## src/rtl/b01_scan_test_ctrl_if.sv

```systemverilog
// Pattern-in / result-out bundle between a scan pattern source and b01_scan_test_ctrl.
// master = pattern source and result sink, slave = the controller.
interface b01_scan_test_ctrl_if #(
  parameter int CHAIN_LEN = 5,
  parameter int PI_W      = 2,
  parameter int PO_W      = 2,
  parameter int CNT_W     = 16
);
  logic                 pat_valid;
  logic                 pat_ready;
  logic [CHAIN_LEN-1:0] pat_scan;
  logic [PI_W-1:0]      pat_pi;
  logic [CHAIN_LEN-1:0] pat_exp;
  logic [PO_W-1:0]      pat_exp_po;
  logic                 pat_last;
  logic                 res_valid;
  logic                 res_fail;
  logic [CNT_W-1:0]     res_index;
  logic [CNT_W-1:0]     fail_count;
  logic                 done;

  modport master (
    output pat_valid, pat_scan, pat_pi, pat_exp, pat_exp_po, pat_last,
    input  pat_ready, res_valid, res_fail, res_index, fail_count, done
  );

  modport slave (
    input  pat_valid, pat_scan, pat_pi, pat_exp, pat_exp_po, pat_last,
    output pat_ready, res_valid, res_fail, res_index, fail_count, done
  );
endinterface

```

## src/rtl/b01_scan_test_ctrl.sv

```systemverilog
// Scan-test sequencer for the b01 core: shift/capture per pattern, unload of k overlapped with load of k+1.
// Result for a pattern arrives >= 2*CHAIN_LEN+2 cycles after its transfer; patterns accepted only in IDLE/WAIT.
module b01_scan_test_ctrl #(
  parameter int CHAIN_LEN = 5,
  parameter int PI_W      = 2,
  parameter int PO_W      = 2,
  parameter int CNT_W     = 16
) (
  input  logic                clock,
  input  logic                reset,
  b01_scan_test_ctrl_if.slave pif,
  output logic                test_se,
  output logic                test_si,
  input  logic                test_so,
  output logic [PI_W-1:0]     core_pi,
  input  logic [PO_W-1:0]     core_po
);
  localparam int CW = $clog2(CHAIN_LEN);

  typedef enum logic [2:0] {
    S_IDLE, S_SHIFT, S_CAPTURE, S_WAIT, S_UNLOAD, S_REPORT
  } state_t;

  state_t               state_q, state_d;
  logic [CW-1:0]        cnt_q, cnt_d, cnt_inc;
  logic [CHAIN_LEN-1:0] scan_q, scan_d, exp_q, exp_d, prev_exp_q, prev_exp_d;
  logic [PO_W-1:0]      exp_po_q, exp_po_d;
  logic [PI_W-1:0]      core_pi_q, core_pi_d;
  logic                 last_q, last_d, have_prev_q, have_prev_d;
  logic                 mis_q, mis_d, prev_po_mis_q, prev_po_mis_d;
  logic [CNT_W-1:0]     cur_idx_q, cur_idx_d, next_idx_q, next_idx_d, prev_idx_q, prev_idx_d;
  logic                 test_se_q, test_se_d, test_si_q, test_si_d;
  logic                 res_valid_q, res_valid_d, res_fail_q, res_fail_d, done_q, done_d;
  logic [CNT_W-1:0]     res_index_q, res_index_d, fail_count_q, fail_count_d;
  logic                 rdy, xfer, mis_nxt, cnt_end;

  assign rdy     = (state_q == S_IDLE) || (state_q == S_WAIT);
  assign xfer    = pif.pat_valid && rdy;
  assign cnt_inc = cnt_q + CW'(1);
  assign cnt_end = (cnt_q == CW'(CHAIN_LEN - 1));
  // The final compare bit folds in here so the result can be registered on the same edge.
  assign mis_nxt = mis_q | (have_prev_q & (test_so ^ prev_exp_q[cnt_q]));

  always_comb begin
    state_d       = state_q;
    cnt_d         = cnt_q;
    scan_d        = scan_q;
    exp_d         = exp_q;
    exp_po_d      = exp_po_q;
    core_pi_d     = core_pi_q;
    last_d        = last_q;
    have_prev_d   = have_prev_q;
    mis_d         = mis_q;
    prev_exp_d    = prev_exp_q;
    prev_po_mis_d = prev_po_mis_q;
    cur_idx_d     = cur_idx_q;
    next_idx_d    = next_idx_q;
    prev_idx_d    = prev_idx_q;
    test_se_d     = test_se_q;
    test_si_d     = test_si_q;
    res_valid_d   = 1'b0;
    res_fail_d    = res_fail_q;
    res_index_d   = res_index_q;
    done_d        = 1'b0;
    fail_count_d  = fail_count_q;
    if (res_valid_q && res_fail_q && (fail_count_q != {CNT_W{1'b1}}))
      fail_count_d = fail_count_q + CNT_W'(1);

    case (state_q)
      S_IDLE, S_WAIT: begin
        if (xfer) begin
          scan_d    = pif.pat_scan;
          exp_d     = pif.pat_exp;
          exp_po_d  = pif.pat_exp_po;
          core_pi_d = pif.pat_pi;
          last_d    = pif.pat_last;
          test_se_d = 1'b1;
          test_si_d = pif.pat_scan[0];
          cnt_d     = '0;
          mis_d     = 1'b0;
          state_d   = S_SHIFT;
          if (state_q == S_IDLE) begin
            cur_idx_d    = '0;
            next_idx_d   = CNT_W'(1);
            have_prev_d  = 1'b0;
            fail_count_d = '0;
          end else begin
            cur_idx_d  = next_idx_q;
            next_idx_d = next_idx_q + CNT_W'(1);
          end
        end
      end
      S_SHIFT, S_UNLOAD: begin
        mis_d = mis_nxt;
        if (cnt_end) begin
          test_se_d   = 1'b0;
          test_si_d   = 1'b0;
          res_valid_d = have_prev_q;
          res_fail_d  = mis_nxt | prev_po_mis_q;
          res_index_d = prev_idx_q;
          done_d      = (state_q == S_UNLOAD);
          state_d     = (state_q == S_UNLOAD) ? S_REPORT : S_CAPTURE;
        end else begin
          cnt_d     = cnt_inc;
          test_si_d = (state_q == S_SHIFT) ? scan_q[cnt_inc] : 1'b0;
        end
      end
      S_CAPTURE: begin
        prev_po_mis_d = |(core_po ^ exp_po_q);
        prev_exp_d    = exp_q;
        prev_idx_d    = cur_idx_q;
        have_prev_d   = 1'b1;
        if (last_q) begin
          test_se_d = 1'b1;
          test_si_d = 1'b0;
          cnt_d     = '0;
          mis_d     = 1'b0;
          state_d   = S_UNLOAD;
        end else begin
          state_d = S_WAIT;
        end
      end
      S_REPORT: state_d = S_IDLE;
      default:  state_d = S_IDLE;
    endcase
  end

  always_ff @(posedge clock or posedge reset) begin
    if (reset) begin
      state_q       <= S_IDLE;
      cnt_q         <= '0;
      scan_q        <= '0;
      exp_q         <= '0;
      exp_po_q      <= '0;
      core_pi_q     <= '0;
      last_q        <= 1'b0;
      have_prev_q   <= 1'b0;
      mis_q         <= 1'b0;
      prev_exp_q    <= '0;
      prev_po_mis_q <= 1'b0;
      cur_idx_q     <= '0;
      next_idx_q    <= '0;
      prev_idx_q    <= '0;
      test_se_q     <= 1'b0;
      test_si_q     <= 1'b0;
      res_valid_q   <= 1'b0;
      res_fail_q    <= 1'b0;
      res_index_q   <= '0;
      done_q        <= 1'b0;
      fail_count_q  <= '0;
    end else begin
      state_q       <= state_d;
      cnt_q         <= cnt_d;
      scan_q        <= scan_d;
      exp_q         <= exp_d;
      exp_po_q      <= exp_po_d;
      core_pi_q     <= core_pi_d;
      last_q        <= last_d;
      have_prev_q   <= have_prev_d;
      mis_q         <= mis_d;
      prev_exp_q    <= prev_exp_d;
      prev_po_mis_q <= prev_po_mis_d;
      cur_idx_q     <= cur_idx_d;
      next_idx_q    <= next_idx_d;
      prev_idx_q    <= prev_idx_d;
      test_se_q     <= test_se_d;
      test_si_q     <= test_si_d;
      res_valid_q   <= res_valid_d;
      res_fail_q    <= res_fail_d;
      res_index_q   <= res_index_d;
      done_q        <= done_d;
      fail_count_q  <= fail_count_d;
    end
  end

  assign pif.pat_ready  = rdy;
  assign pif.res_valid  = res_valid_q;
  assign pif.res_fail   = res_fail_q;
  assign pif.res_index  = res_index_q;
  assign pif.fail_count = fail_count_q;
  assign pif.done       = done_q;
  assign test_se        = test_se_q;
  assign test_si        = test_si_q;
  assign core_pi        = core_pi_q;
endmodule

```

## src/flat_wrapper.sv

```systemverilog
// flat-port wrapper written by rule: the top's interface ports become plain ports
module b01_scan_test_ctrl_flat 
#(
  parameter int CHAIN_LEN = 5,
  parameter int PI_W      = 2,
  parameter int PO_W      = 2,
  parameter int CNT_W     = 16
)
  (clock, reset, test_se, test_si, test_so, core_pi, core_po, pif_pat_valid, pif_pat_scan, pif_pat_pi, pif_pat_exp, pif_pat_exp_po, pif_pat_last, pif_pat_ready, pif_res_valid, pif_res_fail, pif_res_index, pif_fail_count, pif_done);
  b01_scan_test_ctrl_if #(.CHAIN_LEN(CHAIN_LEN), .PI_W(PI_W), .PO_W(PO_W), .CNT_W(CNT_W)) pif_i ();
  input  logic clock;
  input  logic reset;
  output logic test_se;
  output logic test_si;
  input  logic test_so;
  output logic [PI_W-1:0] core_pi;
  input  logic [PO_W-1:0] core_po;
  input wire logic [$bits(pif_i.pat_valid)-1:0] pif_pat_valid;
  input wire logic [$bits(pif_i.pat_scan)-1:0] pif_pat_scan;
  input wire logic [$bits(pif_i.pat_pi)-1:0] pif_pat_pi;
  input wire logic [$bits(pif_i.pat_exp)-1:0] pif_pat_exp;
  input wire logic [$bits(pif_i.pat_exp_po)-1:0] pif_pat_exp_po;
  input wire logic [$bits(pif_i.pat_last)-1:0] pif_pat_last;
  output wire logic [$bits(pif_i.pat_ready)-1:0] pif_pat_ready;
  output wire logic [$bits(pif_i.res_valid)-1:0] pif_res_valid;
  output wire logic [$bits(pif_i.res_fail)-1:0] pif_res_fail;
  output wire logic [$bits(pif_i.res_index)-1:0] pif_res_index;
  output wire logic [$bits(pif_i.fail_count)-1:0] pif_fail_count;
  output wire logic [$bits(pif_i.done)-1:0] pif_done;
  assign pif_i.pat_valid = pif_pat_valid;
  assign pif_i.pat_scan = pif_pat_scan;
  assign pif_i.pat_pi = pif_pat_pi;
  assign pif_i.pat_exp = pif_pat_exp;
  assign pif_i.pat_exp_po = pif_pat_exp_po;
  assign pif_i.pat_last = pif_pat_last;
  assign pif_pat_ready = pif_i.pat_ready;
  assign pif_res_valid = pif_i.res_valid;
  assign pif_res_fail = pif_i.res_fail;
  assign pif_res_index = pif_i.res_index;
  assign pif_fail_count = pif_i.fail_count;
  assign pif_done = pif_i.done;
  b01_scan_test_ctrl #(.CHAIN_LEN(CHAIN_LEN), .PI_W(PI_W), .PO_W(PO_W), .CNT_W(CNT_W)) u_core (.clock(clock), .reset(reset), .pif(pif_i), .test_se(test_se), .test_si(test_si), .test_so(test_so), .core_pi(core_pi), .core_po(core_po));
endmodule
```

## config.mk

```make
export PLATFORM = sky130hd
export DESIGN_NAME = b01_scan_test_ctrl_flat
export DESIGN_NICKNAME = d
export VERILOG_FILES = /design/src/rtl/b01_scan_test_ctrl_if.sv /design/src/rtl/b01_scan_test_ctrl.sv /design/src/flat_wrapper.sv
export SDC_FILE = /design/constraint.sdc
export NUM_CORES = 1
export LEC_CHECK = 0
export CORE_ASPECT_RATIO = 1.5
export CORE_MARGIN = 3
export CORE_UTILIZATION = 25
export CTS_BUF_LIST = sky130_fd_sc_hd__clkbuf_16
export DETAILED_ROUTE_END_ITERATION = 10
export GPL_TIMING_DRIVEN = 0
export MAX_ROUTING_LAYER = met4
export PLACE_DENSITY = 0.48
export REMOVE_ABC_BUFFERS = 1
export SLEW_MARGIN = 20
export SYNTH_ARGS = -nofsm -noshare
export SYNTH_HDL_FRONTEND = slang
export SYNTH_SLANG_ARGS = --single-unit
```

## constraint.sdc

```tcl
create_clock -name clock -period 5.3 [get_ports clock]
set_input_delay 1.59 -clock clock [delete_from_list [all_inputs] [get_ports clock]]
set_output_delay 1.59 -clock clock [all_outputs]
set_load 0.02 [all_outputs]
```

==> results of run 1 <==
[critical path, delay by kind of cell (launching register included)]
family	cells	cell delay (ns)
xor gates and xnor gates	1	0.20
buffers and inverters	1	0.68
DFF	1	0.65
and+or+nand+nor	1	0.36
[routing by layer]
metal  up-vias  share of wire (%)  global-route usage (%)
met5         -                  0                       -
met4         0                3.5                    6.55
met1      1848                 42                    13.6
met3        26                3.5                    2.60
met2        78                 51                    18.4
li1       1853                  -                       -
[logic make-up (layout without fill, tap and decap cells)]
family,count (synthesis),after routing
adder cells (fa/ha/maj),4,4
AO/OA/AOI/OAI,42,42
AND/OR/NAND/NOR,266,266
flip-flops,114,114
multiplexers,27,27
XOR/XNOR,29,29
buffers and inverters,36,107
[sequential cells by signal, indices dropped and copies added, names as in the netlist, 2 cells and up]
register and flops:
u_core.cur_idx_q 16, u_core.next_idx_q 16, u_core.pif.fail_count 16, u_core.pif.res_index 16, u_core.prev_idx_q 16, u_core.exp_q 5, u_core.prev_exp_q 5, u_core.scan_q 5
u_core.cnt_q 3, u_core.state_q 3, u_core.core_pi 2, u_core.exp_po_q 2
[how the worst max path moves through the flow]
stage,start,end,cells past startpoint
after global routing,u_core.state_q[0],pif_pat_ready,3
final,u_core.state_q[0],pif_pat_ready,3
after floorplan,reset,u_core.cnt_q[0],1
after CTS,u_core.state_q[0],pif_pat_ready,3
after global placement,pif_pat_valid,u_core.next_idx_q[14],6
after detailed placement,pif_pat_valid,u_core.next_idx_q[14],6
[cells in the mapped netlist, types with 4 or more instances]
cell,n,area [um^2]
and2_1,4,25.0
clkbuf_1,12,45.0
and3_1,6,37.5
o211ai_1,5,37.5
mux2_2,23,259
nand2b_1,4,25.0
buf_2,9,45.0
xnor2_1,10,87.6
nand2_1,146,548
o21ai_0,7,35.0
nor2_1,35,131
nor3_1,7,35.0
xor2_1,18,158
nand3_1,31,155
ha_1,4,50.1
a21oi_1,11,55.1
nand4_1,8,50.1
a31oi_1,4,25.0
inv_1,10,37.5
dfrtp_1,114,2850
[placed cells by master (no fill, tap or decap), drive strengths merged, types with 2 or more instances in the layout]
| master | n |
|---|---|
| buf | 5 |
| mux2 | 23 |
| inv | 17 |
| a31oi | 4 |
| clkdlybuf4s50 | 60 |
| and3 | 6 |
| o2111ai | 3 |
| nand2 | 146 |
| ha | 4 |
| nand2b | 4 |
| o21ai | 7 |
| nor4 | 4 |
| nor4b | 2 |
| clkinvlp | 2 |
| xor2 | 19 |
| nand4 | 8 |
| o21a | 2 |
| nor2 | 37 |
| and2 | 4 |
| a21o | 3 |
| clkinv | 3 |
| o211ai | 5 |
| nor3 | 8 |
| or3 | 3 |
| or2 | 3 |
| nor2b | 3 |
| xnor2 | 10 |
| and4 | 3 |
| dfrtp | 114 |
| mux2i | 3 |
| nand3 | 31 |
| clkbuf | 17 |
| a21oi | 11 |
| bufinv | 3 |
[area by class of cell]
type                    count  area share (%)
clock buffers              17            6.41
clock inverters            15            2.94
inverters                  10           0.641
multi-input cells         368            32.0
flip-flops and latches    114            43.0
well taps                 260            4.90
repair buffers             65            10.1
[metrics by stage]
| step | cell area [um^2] | worst slack, ns |
|---|---|---|
| floorplan | 4990 | 0.694 |
| global placement | 5920 | -1.88 |
| detailed placement | 6010 | 1.30 |
| CTS | 6630 | 1.41 |
| global route | 6630 | 1.30 |
| finish | 6630 | 1.41 |
[power groups by stage]
stage / Combinational, mW / Clock [mW] / Sequential, mW
2_1_floorplan: 0.598 / 0 / 1.19
3_3_place_gp: 0.888 / 0 / 1.20
3_5_place_dp: 0.938 / 0 / 1.21
5_1_grt: 1.04 / 1.26 / 1.22
4_1_cts: 0.946 / 1.22 / 1.19
6_report: 0.917 / 1.20 / 1.19
==> impl_metrics.yaml, run 1 <==
route:
  first_iter_violations: 237
  drtAntennaViolNets: 0
  vias: 3805
  wl_mm: 11.6
  drtPass1Iterations: 5
  viasPerCell: 4.48
  routedWlPerCell_um: 13.6
  drc: 0
worst_hold_path:
  hp-start: "u_core.prev_idx_q[9]"
  min_path_cells: 2
  hold_end: "u_core.pif.res_index[9]"
  min_path_type: "reg2reg"
logic_synthesis:
  synthesis.area_um2: 5110
  synth_top_family_by_area: "simple AND/OR/NAND/NOR gates"
  synthAdderAreaFrac_pct: 0.979
  yosysSeqAreaShare_pct: 55.8
  synth-compound-area-share_pct: 5.36
  synthXorXnorAreaFrac_pct: 5.12
  yosysWarnings: 0
  synth.area.mux_share_pct: 6.10
  synth_cell_types: 50
  synth-edff-count: 0
  yosys_register_bits: 114
  synth-simple-area-share_pct: 23.5
  avgSynthCellArea_um2: 9.86
  async_flop_share_pct: 100
  ys.flop_type: "dfrtp_1"
  netlist_instances: 518
power_and_ir_drop:
  power_density_nw_per_um2: 498
  seqPwrFrac_pct: 36.0
  report.power.total_mw: 3.30
  power.share.clock_pct: 36.2
  vdd_drop_max_uv: 230
  power_frac_comb_pct: 27.7
  intPower_mw: 2.16
  p_sw_share_pct: 34.7
  p_leak_nw: 3.07
  power.switching_mw: 1.15
setup_path:
  r2r-end: "u_core.pif.res_fail"
  critPathLaunchType: "flip-flop"
  cp-end-kind: "output pin"
  crit_path_max_fanout: 13
  max_stage_delay_ns: 0.68
  rrSetupSlack_ns: 2.81
  critPathArrivalTime_ns: 2.30
  r2r-start: "u_core.state_q[0]"
  path_class: "reg2out"
  rr_worst_depth: 5
  required_ns: 3.71
  crit_path_cell_trace: "xor2_2 -> nor2_1 -> clkdlybuf4s50_1"
  slowest_stage: "clkdlybuf4s50_1"
timing:
  slew_viol_final: 0
  rsz0062_at_grt: "no"
  period_minus_slack_ns: 3.89
  fmax_mhz: 257
  period_share_pct: 73.3
  setup_tns_ns: 0
  finalSetupViolations: 0
  worst_slew_pin_slew_ns: 0.928
  fin_skew_ns: 0.00779
  whs_ns: 0.461
  hold_violations: 0
  relSlewSlack_pct: 38.0
floorplanning:
  ios: 61
  dieArea_um2: 22200
  fp.coreArea_um2: 19900
  die_h_um: 181
  fp-row-count: 63
  die_w_um: 123
  start_util_pct: 25.6
placed_design:
  dp_hpwl_mm: 8.02
  gp_congestion: 0.806
  numPortBuffers: 60
  dp_cells: 817
global_route:
  grt_max_degree: 72
  track_usage_pct: 11.7
  grt_antenna_before_repair: 0
  grt_pass1_wl_mm: 19.8
  overflow: 0
  grt_pass1_vias: 4008
clock_network:
  cts_setup_buffers: 0
  cts_buffers: 17
  cts.clk_slew.worst_paths_ns: 0.06
  clk_path_buf_depth: 2
  clock-root-buffer: "clkbuf_16"
  ctsResizeCount: 0
  cts_tree: "done"
  cts_sinks: 114
  htreeDepth: 4
  worstSkewPairLatency_ns: 0.41
  hold_buffers: 0
finish:
  seqCellArea_um2: 2850
  multiInputGateArea_um2: 2120
  fillCellCount: 2068
  layout.nets: 601
  n_antenna_cell: 0
  final_util_pct: 33.3
  syn_to_final_growth_pct: 29.8
  final_cells: 849
  drive_above_1_share_pct: 12.9
job:
  max_cap_violations: 0
outcome:
  status: "finished, final reports clean"
Note: power is estimated with default switching activity, not from simulation.
==> run 2, diff against run 1 <==
PLACE_DENSITY = 0.5   (was 0.48)
clock period = 3.35 ns   (was 5.3 ns; I/O delays follow)
==> run 2 against run 1 <==
Effect of this change: first-iteration DRC count down 19%; final area shrank 0.79%; flip-flop and latch count did not move; register-to-register slack got worse by 1.8 ns; via count barely moved; die area unchanged; largest cell class unchanged.
==> impl_metrics.yaml, run 2 (same netlist as run 1, synthesis figures left out) <==
outcome:
  status: "finished, final reports clean"
global_route:
  grt_antenna_before_repair: 1
  overflow: 0
  grt_pass1_vias: 4050
  grt_pass1_wl_mm: 20.1
  track_usage_pct: 11.7
  grt_max_degree: 79
floorplanning:
  die_h_um: 181
  die_w_um: 123
  dieArea_um2: 22200
  start_util_pct: 25.6
  fp.coreArea_um2: 19900
  fp-row-count: 63
  ios: 61
timing:
  relSlewSlack_pct: 37.1
  fmax_mhz: 312
  period_share_pct: 95.8
  whs_ns: 0.455
  period_minus_slack_ns: 3.21
  rsz0062_at_grt: "no"
  worst_slew_pin_slew_ns: 0.940
  slew_viol_final: 0
  setup_tns_ns: 0
  fin_skew_ns: 0.0102
  finalSetupViolations: 0
  hold_violations: 0
power_and_ir_drop:
  p_sw_share_pct: 35.9
  seqPwrFrac_pct: 37.0
  power.switching_mw: 1.83
  intPower_mw: 3.27
  p_leak_nw: 3.04
  power_density_nw_per_um2: 775
  vdd_drop_max_uv: 329
  power_frac_comb_pct: 28.9
  power.share.clock_pct: 34.1
  report.power.total_mw: 5.10
clock_network:
  clock-root-buffer: "clkbuf_16"
  htreeDepth: 4
  cts_sinks: 114
  cts_tree: "done"
  cts_setup_buffers: 0
  cts.clk_slew.worst_paths_ns: 0.06
  worstSkewPairLatency_ns: 0.40
  clk_path_buf_depth: 2
  ctsResizeCount: 0
  cts_buffers: 17
  hold_buffers: 0
route:
  first_iter_violations: 193
  drc: 0
  routedWlPerCell_um: 13.6
  drtAntennaViolNets: 0
  viasPerCell: 4.49
  drtPass1Iterations: 4
  vias: 3808
  wl_mm: 11.6
setup_path:
  crit_path_max_fanout: 13
  max_stage_delay_ns: 0.69
  path_class: "reg2out"
  crit_path_cell_trace: "xor2_2 -> nor2_1 -> clkdlybuf4s50_1"
  cpLargestDelayFamily: "buffers and inverters"
  critPathArrivalTime_ns: 2.20
  cp-end-kind: "output pin"
  critPathLaunchType: "flip-flop"
  required_ns: 2.34
  critPathBufInv: 1
  slowest_stage: "clkdlybuf4s50_1"
placed_design:
  gp_congestion: 0.814
  numPortBuffers: 60
  dp_hpwl_mm: 7.91
finish:
  final_common_cell: "nand2_1"
  layout_common_cells: "145 x nand2_1, 112 x dfrtp_1, 60 x clkdlybuf4s50_1"
  syn_to_final_growth_pct: 28.8
  drive_above_1_share_pct: 13.1
  layout.nets: 600
  final_util_pct: 33.0
worst_hold_path:
  min_path_type: "reg2reg"
job:
  max_cap_violations: 0
## run 2: changes by cell type in the layout (fill, tap and decap cells not counted)
| cell | previous run | this run |
|---|---|---|
| dfrtp_2 | 0 | 2 |
| clkinv_4 | 3 | 4 |
| diode_2 | 0 | 1 |
| buf_4 | 2 | 1 |
| buf_8 | 1 | 0 |
| bufinv_16 | 3 | 1 |
| buf_6 | 1 | 2 |
| dfrtp_1 | 114 | 112 |
| clkinv_2 | 0 | 1 |
## run 2: path summary, 6_finish.rpt
kind | cells past startpoint | startpoint | endpoint | slack [ns]
worst max-delay path | 3 | u_core.state_q[0] | pif_pat_ready | 0.14
worst min-delay path | 2 | u_core.prev_idx_q[13] | u_core.pif.res_index[13] | 0.46
worst max register to register | 5 | u_core.state_q[2] | u_core.pif.res_fail | 0.97
worst min register to register | 2 | u_core.prev_idx_q[13] | u_core.pif.res_index[13] | 0.46
max in group asynchronous | 3 | reset | u_core.state_q[1] | 1.67
min in group asynchronous | 2 | reset | u_core.pif.res_index[6] | 0.97
## run 2: per-stage QoR
stage / instances / setup slack, ns / cell area, um^2
4_1_cts: 848 / 0.0208 / 6580
2_1_floorplan: 492 / -0.671 / 4990
6_report: 849 / 0.141 / 6580
3_3_place_gp: 812 / -3.40 / 5920
5_1_grt: 849 / 0.0738 / 6580
3_5_place_dp: 816 / -0.131 / 6000
## run 2: routing by layer
metal,global-route usage [%],up-vias,share of wire [%]
met2,19.8,52,53
met1,13.4,1890,42
met3,2.35,13,2.3
met4,4.93,0,2.3
li1,-,1853,-
met5,-,-,0
## run 2: power by group through the flow
stage | combinational (mW) | clock (mW) | sequential [mW]
3_3_place_gp | 1.42 | 0 | 1.89
6_report | 1.47 | 1.74 | 1.89
2_1_floorplan | 0.946 | 0 | 1.89
4_1_cts | 1.51 | 1.79 | 1.89
3_5_place_dp | 1.51 | 0 | 1.91
5_1_grt | 1.67 | 1.85 | 1.93
## run 2: worst min-delay path: cells and delay by family, from the launching register on
kind	cells	cell delay [ns]
flip-flops	1	0.33
AND/OR/NAND/NOR	2	0.10
## run 2: final cells by class
cell class | instances | area (um^2)
antenna | 1 | 2.50
clock buffer | 17 | 425
clock inverter | 15 | 149
fill | 2015 | 13400
inverter | 10 | 42.5
multi-input combinational | 368 | 2120
sequential | 114 | 2860
tap | 260 | 325
timing repair buffer | 64 | 658
